**config.mk**
```make
export PLATFORM = sky130hd
export DESIGN_NAME = instr_encoder
export DESIGN_NICKNAME = d
export VERILOG_FILES = /design/src/rtl/instr_encoder.sv
export SDC_FILE = /design/constraint.sdc
export NUM_CORES = 1
export LEC_CHECK = 0
export ABC_AREA = 1
export BUFFER_PORTS_ARGS = -buffer_cell sky130_fd_sc_hd__buf_2
export CAP_MARGIN = 10
export CORE_MARGIN = 3
export CORE_UTILIZATION = 44
export CTS_CLUSTER_SIZE = 20
export DETAILED_ROUTE_END_ITERATION = 16
export PLACE_DENSITY = 0.67
export SYNTH_ARGS = -nofsm -noshare
export SYNTH_HDL_FRONTEND = slang
export SYNTH_SLANG_ARGS = --single-unit
```
**constraint.sdc**
```tcl
create_clock -name clk -period 5.9 [get_ports clk]
set_clock_uncertainty 0.2 [all_clocks]
set_input_delay 0.295 -clock clk [delete_from_list [all_inputs] [get_ports clk]]
set_output_delay 0.295 -clock clk [all_outputs]
set_load 0.03 [all_outputs]
```
**src/rtl/instr_encoder.sv**
```systemverilog
// instr_encoder: turns simple instruction requests (add/sub/lw/sw/beq/addi)
// into RV32I machine words and writes them sequentially into instruction
// memory starting at BASE_ADDR, stopping once DEPTH words have been written.
module instr_encoder #(
  parameter logic [31:0] BASE_ADDR = 32'h0000_0000,
  parameter int unsigned DEPTH     = 64
) (
  input  logic                         clk,
  input  logic                         reset,
  input  logic                         in_valid,
  output logic                         in_ready,
  input  logic [2:0]                   in_kind,
  input  logic [4:0]                   in_rd,
  input  logic [4:0]                   in_rs1,
  input  logic [4:0]                   in_rs2,
  input  logic [31:0]                  in_imm,
  output logic                         wr_en,
  output logic [31:0]                  wr_addr,
  output logic [31:0]                  wr_data,
  output logic [$clog2(DEPTH+1)-1:0]   count,
  output logic                         full,
  output logic                         err,
  input  logic                         err_clr
);

  localparam int unsigned CntW = $clog2(DEPTH + 1);

  localparam logic [1:0] IDLE   = 2'd0;
  localparam logic [1:0] ENCODE = 2'd1;
  localparam logic [1:0] WRITE  = 2'd2;
  localparam logic [1:0] ERROR  = 2'd3;

  localparam logic [2:0] KIND_ADD  = 3'd0;
  localparam logic [2:0] KIND_SUB  = 3'd1;
  localparam logic [2:0] KIND_LW   = 3'd2;
  localparam logic [2:0] KIND_SW   = 3'd3;
  localparam logic [2:0] KIND_BEQ  = 3'd4;
  localparam logic [2:0] KIND_ADDI = 3'd5;

  logic [1:0]  state;
  logic [1:0]  stateNext;
  logic [2:0]  kindQ;
  logic [4:0]  rdQ;
  logic [4:0]  rs1Q;
  logic [4:0]  rs2Q;
  logic [31:0] immQ;
  logic        legal;
  logic [31:0] encWord;
  logic        imm12Ok;
  logic        imm13Ok;

  assign in_ready = (state == IDLE) && !full;
  assign full     = (count == CntW'(DEPTH));
  assign wr_en    = (state == WRITE);
  assign err      = (state == ERROR);

  // 12-bit signed range [-2048, 2047]: bits 31..11 are a pure sign extension.
  assign imm12Ok = (immQ[31:11] == '0) || (immQ[31:11] == '1);
  // Branch offset range [-4096, 4094], and must be even.
  assign imm13Ok = ((immQ[31:12] == '0) || (immQ[31:12] == '1)) && !immQ[0];

  // Build the instruction word from the registered request and judge legality.
  always_comb begin
    encWord = '0;
    legal   = 1'b0;
    case (kindQ)
      KIND_ADD: begin
        encWord = {7'b0000000, rs2Q, rs1Q, 3'b000, rdQ, 7'b0110011};
        legal   = 1'b1;
      end
      KIND_SUB: begin
        encWord = {7'b0100000, rs2Q, rs1Q, 3'b000, rdQ, 7'b0110011};
        legal   = 1'b1;
      end
      KIND_LW: begin
        encWord = {immQ[11:0], rs1Q, 3'b010, rdQ, 7'b0000011};
        legal   = imm12Ok;
      end
      KIND_SW: begin
        encWord = {immQ[11:5], rs2Q, rs1Q, 3'b010, immQ[4:0], 7'b0100011};
        legal   = imm12Ok;
      end
      KIND_BEQ: begin
        encWord = {immQ[12], immQ[10:5], rs2Q, rs1Q, 3'b000,
                   immQ[4:1], immQ[11], 7'b1100011};
        legal   = imm13Ok;
      end
      KIND_ADDI: begin
        encWord = {immQ[11:0], rs1Q, 3'b000, rdQ, 7'b0010011};
        legal   = imm12Ok;
      end
      default: begin
        encWord = '0;
        legal   = 1'b0;
      end
    endcase
  end

  // Next-state logic for the accept/encode/write/error sequence.
  always_comb begin
    stateNext = state;
    case (state)
      IDLE:    if (in_valid && in_ready) stateNext = ENCODE;
      ENCODE:  stateNext = legal ? WRITE : ERROR;
      WRITE:   stateNext = IDLE;
      ERROR:   if (err_clr) stateNext = IDLE;
      default: stateNext = IDLE;
    endcase
  end

  // State register; reset overrides everything, including err_clr.
  always_ff @(posedge clk) begin
    if (reset) state <= IDLE;
    else       state <= stateNext;
  end

  // Capture the request fields on the accepting handshake.
  always_ff @(posedge clk) begin
    if (in_valid && in_ready) begin
      kindQ <= in_kind;
      rdQ   <= in_rd;
      rs1Q  <= in_rs1;
      rs2Q  <= in_rs2;
      immQ  <= in_imm;
    end
  end

  // Load the write port on entry to WRITE; it holds between writes.
  always_ff @(posedge clk) begin
    if (reset) begin
      wr_addr <= BASE_ADDR;
      wr_data <= '0;
    end else if (state == ENCODE && legal) begin
      wr_addr <= BASE_ADDR + (32'(count) << 2);
      wr_data <= encWord;
    end
  end

  // Words-written counter, bumped as WRITE completes.
  always_ff @(posedge clk) begin
    if (reset)               count <= '0;
    else if (state == WRITE) count <= count + CntW'(1);
  end

endmodule

```
==> impl_metrics.py, run 1 <==
metrics = {
    "die": {
        "initial_core_util_pct": 45.9,
        "die_w_um": 105,
        "die_area_mm2": 0.0110,
        "core_area_mm2": 0.00937,
        "rows": 35,
        "die_h_um": 105,
        "ios": 129,
    },
    "synthesis": {
        "synth_cell_type_count": 30,
        "synth-edff-count": 50,
        "asyncSetResetFlopFracSynth_pct": 0,
        "syn-mean-instance-area_um2": 9.16,
        "seq_area_frac_synth_pct": 54.9,
        "synthFlopType": "edfxtp_1",
        "synthCells": 470,
        "ys.warnings.count": 0,
        "synth_seq_cells": 93,
        "netlist_area_mm2": 0.00430,
    },
    "drt": {
        "firstDrtPassIters": 5,
        "wl_per_cell_um": 12.4,
        "vias": 3413,
        "ant_nets": 0,
        "drtIter0Drc": 147,
        "drc": 0,
        "avgViaCountPerCell": 4.58,
        "drt_wl_total_mm": 9.26,
    },
    "worst_setup_path": {
        "required_ns": 5.67,
        "critPathKind": "flop to flop",
        "arrival_ns": 2.20,
        "crit_path_end_kind": "flop",
        "critPathLaunchType": "flop",
        "crit_path_max_fanout": 50,
    },
    "timing": {
        "relSlewSlack_pct": 22.5,
        "finalCritPeriodShare_pct": 41.2,
        "finalHoldViolations": 0,
        "fmax_ghz": 0.412,
        "finalCriticalPeriod_ns": 2.43,
        "rsz0062_at_grt": "false",
        "worst_pin_slew_ns": 1.16,
        "drv_slew": 0,
        "fin_tns_setup_ns": 0,
        "setup_violations": 0,
    },
    "power": {
        "leakage_nw": 2.38,
        "seqPwrFrac_pct": 54.6,
        "p_per_area_mw_per_mm2": 257,
        "clkPwrFrac_pct": 27.6,
        "p_int_uw": 979,
        "p_comb_share_pct": 17.8,
        "p_switching_uw": 407,
        "switching_share_pct": 29.4,
        "ir_worst_vdd_v": 0.000131,
        "total_power_mw": 1.39,
    },
    "cts": {
        "cts_tree": "built",
        "clockBufferDepth": 2,
        "clock-sinks": 93,
        "ctsResizeCount": 0,
        "htree_levels": 3,
        "clk_pin_slew_ns": 0.09,
        "insertion_delay_ns": 0.35,
        "numCtsBuffers": 9,
        "clockRootBuffer": "clkbuf_8",
    },
    "global_routing": {
        "grt_pass1_wl_mm": 14.9,
        "met3_usage_pct": 3.21,
        "antenna_found_initial": 0,
        "track_usage_pct": 16.7,
        "grtUsageMet2_pct": 27.7,
        "gr-total-overflow": 0,
        "use_met1_pct": 21.9,
        "grt_start_max_net_pins": 68,
        "grt_pass1_vias": 3141,
        "top_usage_layer": "met2",
    },
    "layout": {
        "final_nets": 668,
        "area_growth_pct": 25.3,
        "drive_gt1_share_pct": 25.9,
        "antenna_cells": 0,
    },
    "job": {
        "drv_cap": 0,
    },
    "hold_path": {
        "holdCritPathClass": "input pin to flop",
    },
    "status": {
        "status": "completed",
    },
    "placed_design": {
        "routabilityCongestion": 0.836,
        "io_buffers": 99,
        "dp_hpwl_mm": 6.13,
    },
}
-- cell type report --
type	instances	area, µm²
inverter	43	161
sequential	93	2360
multi-input combinational	313	1510
fill	852	3980
tap	129	161
timing repair buffer	152	1020
clock buffer	12	146
clock inverter	4	22.5
-- flip-flops by register name, indices dropped and copies added, names as in the netlist --
register,cells
count,7
kindQ,3
rdQ,5
rs1Q,5
state,2
immQ,32
wr_data,27
rs2Q,5
wr_addr,7
-- power by group through the flow --
stage	combinational, mW	sequential, mW	clock, mW
finish	0.247	0.757	0.382
global route	0.272	0.761	0.418
CTS	0.246	0.756	0.387
detailed placement	0.220	0.771	0
global placement	0.217	0.770	0
floorplan	0.169	0.789	0
-- per-layer routing --
layer / up-vias / part of all wire (%)
met2: 110 / 47
met4: 0 / 1.1
met1: 1529 / 46
met3: 8 / 5.7
li1: 1766 / -
met5: - / 0
-- final timing paths --
path	endpoint	from	slack, ns	cells after the start
worst min-delay path	state[0]	in_valid	0.17	5
worst min register to register	wr_data[26]	wr_data[26]	0.29	2
worst max register to register	immQ[4]	count[0]	3.47	7
worst max-delay path	immQ[4]	count[0]	3.47	7
-- critical path: stages, from the launching register on --
cell and delay, ns:
dfxtp_1 0.40, inv_1 0.09, ha_1 0.20, nand3_1 0.08, inv_1 0.06, nor3_1 0.17, nand2_1 0.11, inv_2 0.73
-- cells in the final DEF (no fill, tap or decap), types with 4 or more instances in the layout --
master / netlist / routed
a21oi_1: 14 / 14
a21oi_2: 29 / 29
buf_2: 7 / 99
clkbuf_8: 0 / 10
conb_1: 1 / 29
dfxtp_1: 43 / 43
dlygate4sd3_1: 0 / 52
edfxtp_1: 50 / 50
inv_1: 38 / 37
inv_2: 5 / 6
nand2_1: 92 / 92
nand2_2: 4 / 4
nand3_1: 40 / 40
nand4_1: 5 / 5
nor2_1: 68 / 67
nor3_1: 8 / 8
o21ai_0: 7 / 7
o22ai_1: 5 / 5
-- Yosys cell counts, types with 2 or more instances --
library cell	instances	area [µm²]
nand4_1	5	31.3
nor3_1	8	40.0
ha_1	2	25.0
inv_1	38	143
buf_4	30	225
nand3_1	40	200
clkbuf_1	7	26.3
nand2_1	92	345
a21oi_1	14	70.1
buf_2	7	35.0
inv_2	5	18.8
edfxtp_1	50	1500
buf_12	4	80.1
nor2_1	68	255
nor2_2	2	12.5
nand2_2	4	25.0
o22ai_1	5	31.3
a21oi_2	29	254
dfxtp_1	43	861
o21ai_0	7	35.0
-- stage by stage --
stage | util (%) | cell area, µm² | cells | setup WS, ns | hold WS (ns)
finish | 57.5 | 5390 | 746 | 3.47 | 0.169
global route | 57.5 | 5390 | 746 | 3.25 | 0.223
CTS | 57.5 | 5390 | 746 | 3.43 | 0.161
detailed placement | 50.2 | 4700 | 678 | 3.47 | 0.271
global placement | 50.2 | 4700 | 678 | 3.53 | 0.260
floorplan | - | 4410 | 498 | 2.34 | 0.164
-- timing repair --
item                                   CTS  global route
endpoints found under the hold margin   55             0
buffers inserted                         0             0
hold buffers                            52             0
-- cell families (layout without fill, tap and decap cells) --
kind of cell               count (synthesis)  in the layout  share of synthesized area [%]
adders and majority gates                  2              2                          0.581
buffers and inverters                     92            211                           12.5
DFF                                       93             93                           54.9
other                                      1             29                         0.0872
and+or+nand+nor                          223            223                           22.2
AOI/OAI and AO/OA                         59             59                           9.71
(Power assumes the default switching activity.)
==> inputs of run 2 (changes only) <==
--- a/config.mk
+++ b/config.mk
@@ -5,14 +5,14 @@
 export SDC_FILE = /design/constraint.sdc
 export NUM_CORES = 1
 export LEC_CHECK = 0
-export ABC_AREA = 1
+export ABC_AREA = 0
 export BUFFER_PORTS_ARGS = -buffer_cell sky130_fd_sc_hd__buf_2
 export CAP_MARGIN = 10
 export CORE_MARGIN = 3
 export CORE_UTILIZATION = 44
 export CTS_CLUSTER_SIZE = 20
 export DETAILED_ROUTE_END_ITERATION = 16
-export PLACE_DENSITY = 0.67
+export PLACE_DENSITY = 0.66
 export SYNTH_ARGS = -nofsm -noshare
 export SYNTH_HDL_FRONTEND = slang
 export SYNTH_SLANG_ARGS = --single-unit
==> constraint.sdc (replaced) <==
create_clock -name clk -period 2.52 [get_ports clk]
set_clock_uncertainty 0.2 [all_clocks]
set_input_delay 0.126 -clock clk [delete_from_list [all_inputs] [get_ports clk]]
set_output_delay 0.126 -clock clk [all_outputs]
set_load 0.03 [all_outputs]
==> run 2 against run 1 <==
Compared with the run above: worst hold slack got worse by 0.11 ns; clock power rose by 140%; utilization rose by 0.85 points; power rose by 140%; area after synthesis rose by 4.5%; largest cell class unchanged.
==> impl_metrics.py, run 2 <==
metrics = {
    "status": {
        "status": "completed",
    },
    "global_routing": {
        "grt_start_max_net_pins": 38,
        "gr-total-overflow": 0,
        "grt_pass1_vias": 3609,
        "grt_pass1_wl_mm": 17.5,
        "antenna_found_initial": 0,
        "track_usage_pct": 19.4,
    },
    "layout": {
        "layout_top_registers": "immQ (32), wr_data (27)",
        "area_growth_pct": 28.1,
        "drive_gt1_share_pct": 24.4,
        "nFillCells": 862,
        "largest_reg_flops": 32,
        "final_cell_mix": "buf_2 (99), dlygate4sd3_1 (51), edfxtp_1 (50)",
        "antenna_cells": 0,
        "fin_area_mm2": 0.00576,
        "final_util_pct": 58.4,
        "layout.cells.most_common": "buf_2",
        "top_register": "immQ",
        "final_nets": 645,
    },
    "timing": {
        "worst_pin_slew_ns": 0.591,
        "drv_slew": 0,
        "finalCritPeriodShare_pct": 95.5,
        "setup_violations": 0,
        "finalHoldViolations": 0,
        "finalCriticalPeriod_ns": 2.41,
        "relSlewSlack_pct": 60.6,
        "rsz0062_at_grt": "false",
        "fin_tns_setup_ns": 0,
        "fmax_ghz": 0.416,
        "setup_slack_ns": 0.114,
    },
    "worst_setup_path": {
        "path_delay_family": "simple AND/OR/NAND/NOR gates",
        "critPathKind": "flop to flop",
        "crit_buf_inv": 0,
        "critPathLaunchType": "flop",
        "setup.worst_path.start": "immQ[24]",
        "crit_path_end_kind": "flop",
        "reg2reg_from": "immQ[24]",
        "required_ns": 2.63,
        "arrival_ns": 2.52,
        "r2r_slack_ns": 0.11,
        "critPathMaxStageDelay_ns": 0.57,
        "crit_path_max_fanout": 15,
        "cp_slowest_cell": "or4_1",
        "crit_path_cell_trace": "or4_1 > nor3_2 > nand3_1 > and4_4 > or4_1 > nand3_1",
    },
    "cts": {
        "cts_setup_buffers": 0,
        "clockRootBuffer": "clkbuf_8",
        "clk_pin_slew_ns": 0.09,
        "clock-sinks": 93,
        "insertion_delay_ns": 0.36,
        "cts_tree": "built",
        "numCtsBuffers": 9,
        "htree_levels": 3,
        "clockBufferDepth": 2,
    },
    "synthesis": {
        "seq_area_frac_synth_pct": 52.5,
        "synth-edff-count": 50,
        "syn-mean-instance-area_um2": 10.0,
        "yosysMostFrequentCell": "edfxtp_1",
        "synthTopCellsByCount": "edfxtp_1 (50), dfxtp_1 (43), nand2_1 (31), buf_4 (30), nor2_1 (28)",
        "synth_top_area_share_pct": 33.4,
        "yosys-top-cells-area": "edfxtp_1 (33%), dfxtp_1 (19%), buf_4 (5.0%)",
        "synthFlopType": "edfxtp_1",
        "asyncSetResetFlopFracSynth_pct": 0,
        "yosysTopAreaCell": "edfxtp_1",
        "ys.warnings.count": 0,
        "synth_cell_type_count": 49,
        "synthCells": 449,
        "netlist_area_mm2": 0.00450,
        "synth_seq_cells": 93,
    },
    "power": {
        "total_power_mw": 3.30,
        "p_per_area_mw_per_mm2": 573,
        "ir_worst_vdd_v": 0.000325,
        "leakage_nw": 2.42,
    },
    "drt": {
        "drtIter0Drc": 167,
        "vias": 3846,
        "drt_wl_total_mm": 10.9,
        "drc": 0,
        "wl_per_cell_um": 15.0,
        "firstDrtPassIters": 4,
        "avgViaCountPerCell": 5.29,
        "ant_nets": 0,
    },
    "job": {
        "drv_cap": 0,
    },
    "die": {
        "ios": 129,
        "die_w_um": 107,
        "initial_core_util_pct": 45.6,
        "core_area_mm2": 0.00986,
        "die_area_mm2": 0.0115,
        "rows": 36,
        "die_h_um": 107,
    },
    "hold_path": {
        "holdCritPathClass": "input pin to flop",
        "worstHoldStart": "reset",
    },
    "placed_design": {
        "post-place-ws_ns": 0.116,
        "io_buffers": 99,
        "routabilityCongestion": 0.816,
        "place_area_mm2": 0.00507,
        "dp_hpwl_mm": 7.28,
    },
}
run 2: what timing repair did:
action	4_1_cts	5_1_grt
setup endpoints to repair	0	11
hold buffers	51	0
gates resized for setup	0	1
endpoints found under the hold margin	52	0
run 2: cell families (layout without fill, tap and decap cells):
logic type | count (synthesis) | after routing | synth area share (%)
AOI/OAI and AO/OA | 102 | 102 | 15.7
and+or+nand+nor | 156 | 156 | 18.5
muxes | 10 | 10 | 2.31
DFF | 93 | 93 | 52.5
adders and majority gates | 2 | 2 | 0.557
buffers and inverters | 80 | 197 | 9.41
other | 1 | 29 | 0.0834
xor gates and xnor gates | 5 | 5 | 0.974
run 2: layout make-up:
cell class	instances	area [µm²]	share of cell area, %
clock buffers	10	138	2.39
clock inverters	6	36.3	0.630
inverters	17	63.8	1.11
multi-input cells	304	1850	32.2
flip-flops and latches	93	2370	41.1
well taps	133	166	2.89
repair buffers	164	1140	19.7
run 2: where the power goes:
group	internal [mW]	switching [mW]	total (mW)
clock	0.384	0.526	0.910
combinational	0.220	0.385	0.605
sequential	1.72	0.0667	1.78
run 2: through the flow:
stage / hold slack, ns / cells
global placement: 0.102 / 660
finish: 0.0610 / 727
global route: 0.0542 / 727
CTS: 0.0365 / 727
floorplan: 0.0249 / 477
detailed placement: 0.104 / 660
run 2: metal layers:
layer  routed length (µm)  vias up  global-route usage [%]
li1                     -     1900                       -
met1                 4720     1801                    24.5
met2                 5400      131                    32.3
met3                  633       14                    3.91
met4                  186        0                    8.04
met5                    0        -                       0
run 2: worst paths after layout:
check	endpoint	cells past startpoint
max	wr_data[4]	6
min	count[5]	3
max reg2reg	wr_data[4]	6
min reg2reg	wr_data[9]	2
run 2: worst min-delay path: stages:
cell    delay, ns
buf_2        0.11
buf_4        0.22
nor2_1       0.12
==> inputs of run 3 (changes only) <==
--- a/config.mk
+++ b/config.mk
@@ -12,7 +12,8 @@
 export CORE_UTILIZATION = 44
 export CTS_CLUSTER_SIZE = 20
 export DETAILED_ROUTE_END_ITERATION = 16
-export PLACE_DENSITY = 0.66
+export PLACE_DENSITY = 0.69
+export SETUP_SLACK_MARGIN = 0.4
 export SYNTH_ARGS = -nofsm -noshare
 export SYNTH_HDL_FRONTEND = slang
 export SYNTH_SLANG_ARGS = --single-unit
==> run 3 against run 2 <==
Compared with the run above: sequential share of layout area down 3.5 points; via count is 5.8% higher; combinational power rose by 23%; first-iteration DRC count rose by 34%; wire length increased by 12%; maximum frequency is 3.0% higher; critical endpoint unchanged; cell count up 3.4%; sequential power about the same; register-to-register slack better by 0.07 ns; final area increased by 9.4%; utilization grew 5.5 points; setup slack improved by 0.071 ns.
==> impl_metrics.py, run 3 (synthesis gave the netlist of run 2 again) <==
metrics = {
    "worst_setup_path": {
        "crit_path_end_kind": "flop",
        "reg2reg_from": "immQ[16]",
        "arrival_ns": 2.44,
        "r2r_end": "wr_data[4]",
        "crit_path_max_fanout": 5,
        "critPathLaunchType": "flop",
        "r2r_slack_ns": 0.18,
        "required_ns": 2.62,
        "critPathKind": "flop to flop",
        "ff2ff_path_depth": 6,
    },
    "layout": {
        "register_area_mm2": 0.00237,
        "area_growth_pct": 40.2,
        "final_nets": 670,
        "multiInputGateArea_mm2": 0.00215,
        "layout.cells.most_common": "buf_2",
        "antenna_cells": 0,
        "layout_top_registers": "immQ (32), wr_data (27)",
        "drive_gt1_share_pct": 33.8,
        "nFillCells": 797,
        "top_register": "immQ",
        "final_cell_mix": "buf_2 (98), dlygate4sd3_1 (51), edfxtp_1 (50)",
        "largest_reg_flops": 32,
    },
    "status": {
        "status": "completed",
    },
    "drt": {
        "drc": 0,
        "drt_wl_total_mm": 12.3,
        "wl_per_cell_um": 16.3,
        "avgViaCountPerCell": 5.41,
        "vias": 4070,
        "drtIter0Drc": 223,
        "ant_nets": 0,
        "firstDrtPassIters": 4,
    },
    "cts": {
        "cts_tree": "built",
        "numCtsBuffers": 9,
        "htree_levels": 3,
        "clk_pin_slew_ns": 0.10,
        "clock-sinks": 93,
        "insertion_delay_ns": 0.36,
        "clockBufferDepth": 2,
        "clockRootBuffer": "clkbuf_8",
    },
    "hold_path": {
        "worstHoldStart": "in_valid",
        "min_to": "immQ[3]",
        "holdCritPathClass": "input pin to flop",
        "whs_path_depth": 2,
    },
    "power": {
        "p_switching_mw": 1.07,
        "ir_worst_vdd_v": 0.000323,
        "clkPwrFrac_pct": 28.6,
        "leakage_nw": 2.64,
        "p_comb_share_pct": 21.1,
        "p_per_area_mw_per_mm2": 562,
        "switching_share_pct": 30.2,
        "seqPwrFrac_pct": 50.4,
        "total_power_mw": 3.54,
        "p_int_mw": 2.47,
    },
    "die": {
        "die_area_mm2": 0.0115,
        "die_h_um": 107,
        "initial_core_util_pct": 45.6,
        "core_area_mm2": 0.00986,
        "ios": 129,
        "rows": 36,
        "die_w_um": 107,
    },
    "timing": {
        "finalCriticalPeriod_ns": 2.34,
        "fmax_ghz": 0.428,
        "worst_pin_slew_ns": 0.701,
        "rsz0062_at_grt": "true",
        "setup_violations": 0,
        "relSlewSlack_pct": 53.2,
        "finalCritPeriodShare_pct": 92.7,
        "fin_tns_setup_ns": 0,
        "drv_slew": 0,
        "finalHoldViolations": 0,
    },
    "placed_design": {
        "dp_hpwl_mm": 7.43,
        "routabilityCongestion": 0.798,
        "io_buffers": 99,
    },
    "global_routing": {
        "grt_start_max_net_pins": 38,
        "grt_pass1_vias": 3891,
        "gr-total-overflow": 0,
        "grt_pass1_wl_mm": 19.4,
        "track_usage_pct": 21.2,
        "antenna_found_initial": 0,
    },
    "job": {
        "drv_cap": 0,
    },
}
-- run 3: cell count changes in the layout (fill, tap and decap cells not counted), moves of 4 or more --
cell	delta
or4_4	+5
buf_4	+13
a211oi_1	-21
a211oi_2	+19
buf_6	+5
or4_1	-5
and2_4	+5
o311ai_1	-4
-- run 3: power groups by stage --
stage	sequential [mW]	combinational, mW	clock (mW)
after detailed placement	1.82	0.557	0
after floorplan	1.85	0.385	0
final	1.78	0.746	1.01
after CTS	1.78	0.686	1.03
after global placement	1.81	0.546	0
after global routing	1.80	0.802	1.10
-- run 3: timing repair --
action | CTS | global route
hold buffers | 51 | 0
resized for setup | 20 | 23
setup buffers | 12 | 5
endpoints found under the hold margin | 52 | 0
endpoints found under the setup margin | 87 | 87
cloned | 4 | 3
pin swaps | 9 | 7
-- run 3: layout make-up --
cell class | instances | share of cell area [%]
flip-flops and latches | 93 | 37.6
multi-input cells | 309 | 34.2
repair buffers | 184 | 21.4
well taps | 133 | 2.64
clock buffers | 9 | 1.97
clock inverters | 7 | 1.15
inverters | 17 | 1.09
-- run 3: stage by stage --
stage               util, %  worst slack [ns]  hold slack, ns  area, µm²  std cells
floorplan                 -            0.0241          0.0249       4780        477
global placement       52.4             0.157           0.102       5170        661
detailed placement     52.4            0.0270           0.104       5170        661
CTS                    62.0             0.222          0.0649       6110        744
global route           63.9             0.133          0.0787       6300        752
finish                 63.9             0.184          0.0918       6300        752
-- run 3: how the worst max path moves through the flow --
stage / end / from / depth (start not counted) / slack (ns)
final: wr_data[4] / immQ[16] / 6 / 0.18
after floorplan: state[0] / count[0] / 8 / 0.02
after CTS: wr_data[4] / immQ[28] / 6 / 0.22
after global placement: wr_data[17] / immQ[20] / 6 / 0.16
after detailed placement: wr_data[15] / immQ[17] / 6 / 0.03
after global routing: wr_data[4] / immQ[16] / 6 / 0.13
-- run 3: critical path: stages, from the launching register on --
cell	delay, ns
edfxtp_1	0.42
or4_4	0.57
nor2_4	0.17
nand4_1	0.13
and4_4	0.25
or4_4	0.48
nand3_2	0.06
-- run 3: routing by layer --
metal,GRT usage (%),wire (µm),vias up
met2,36.3,6380,158
met4,7.03,137,0
li1,-,-,1951
met5,0,0,-
met1,26.9,4990,1950
met3,4.09,774,11
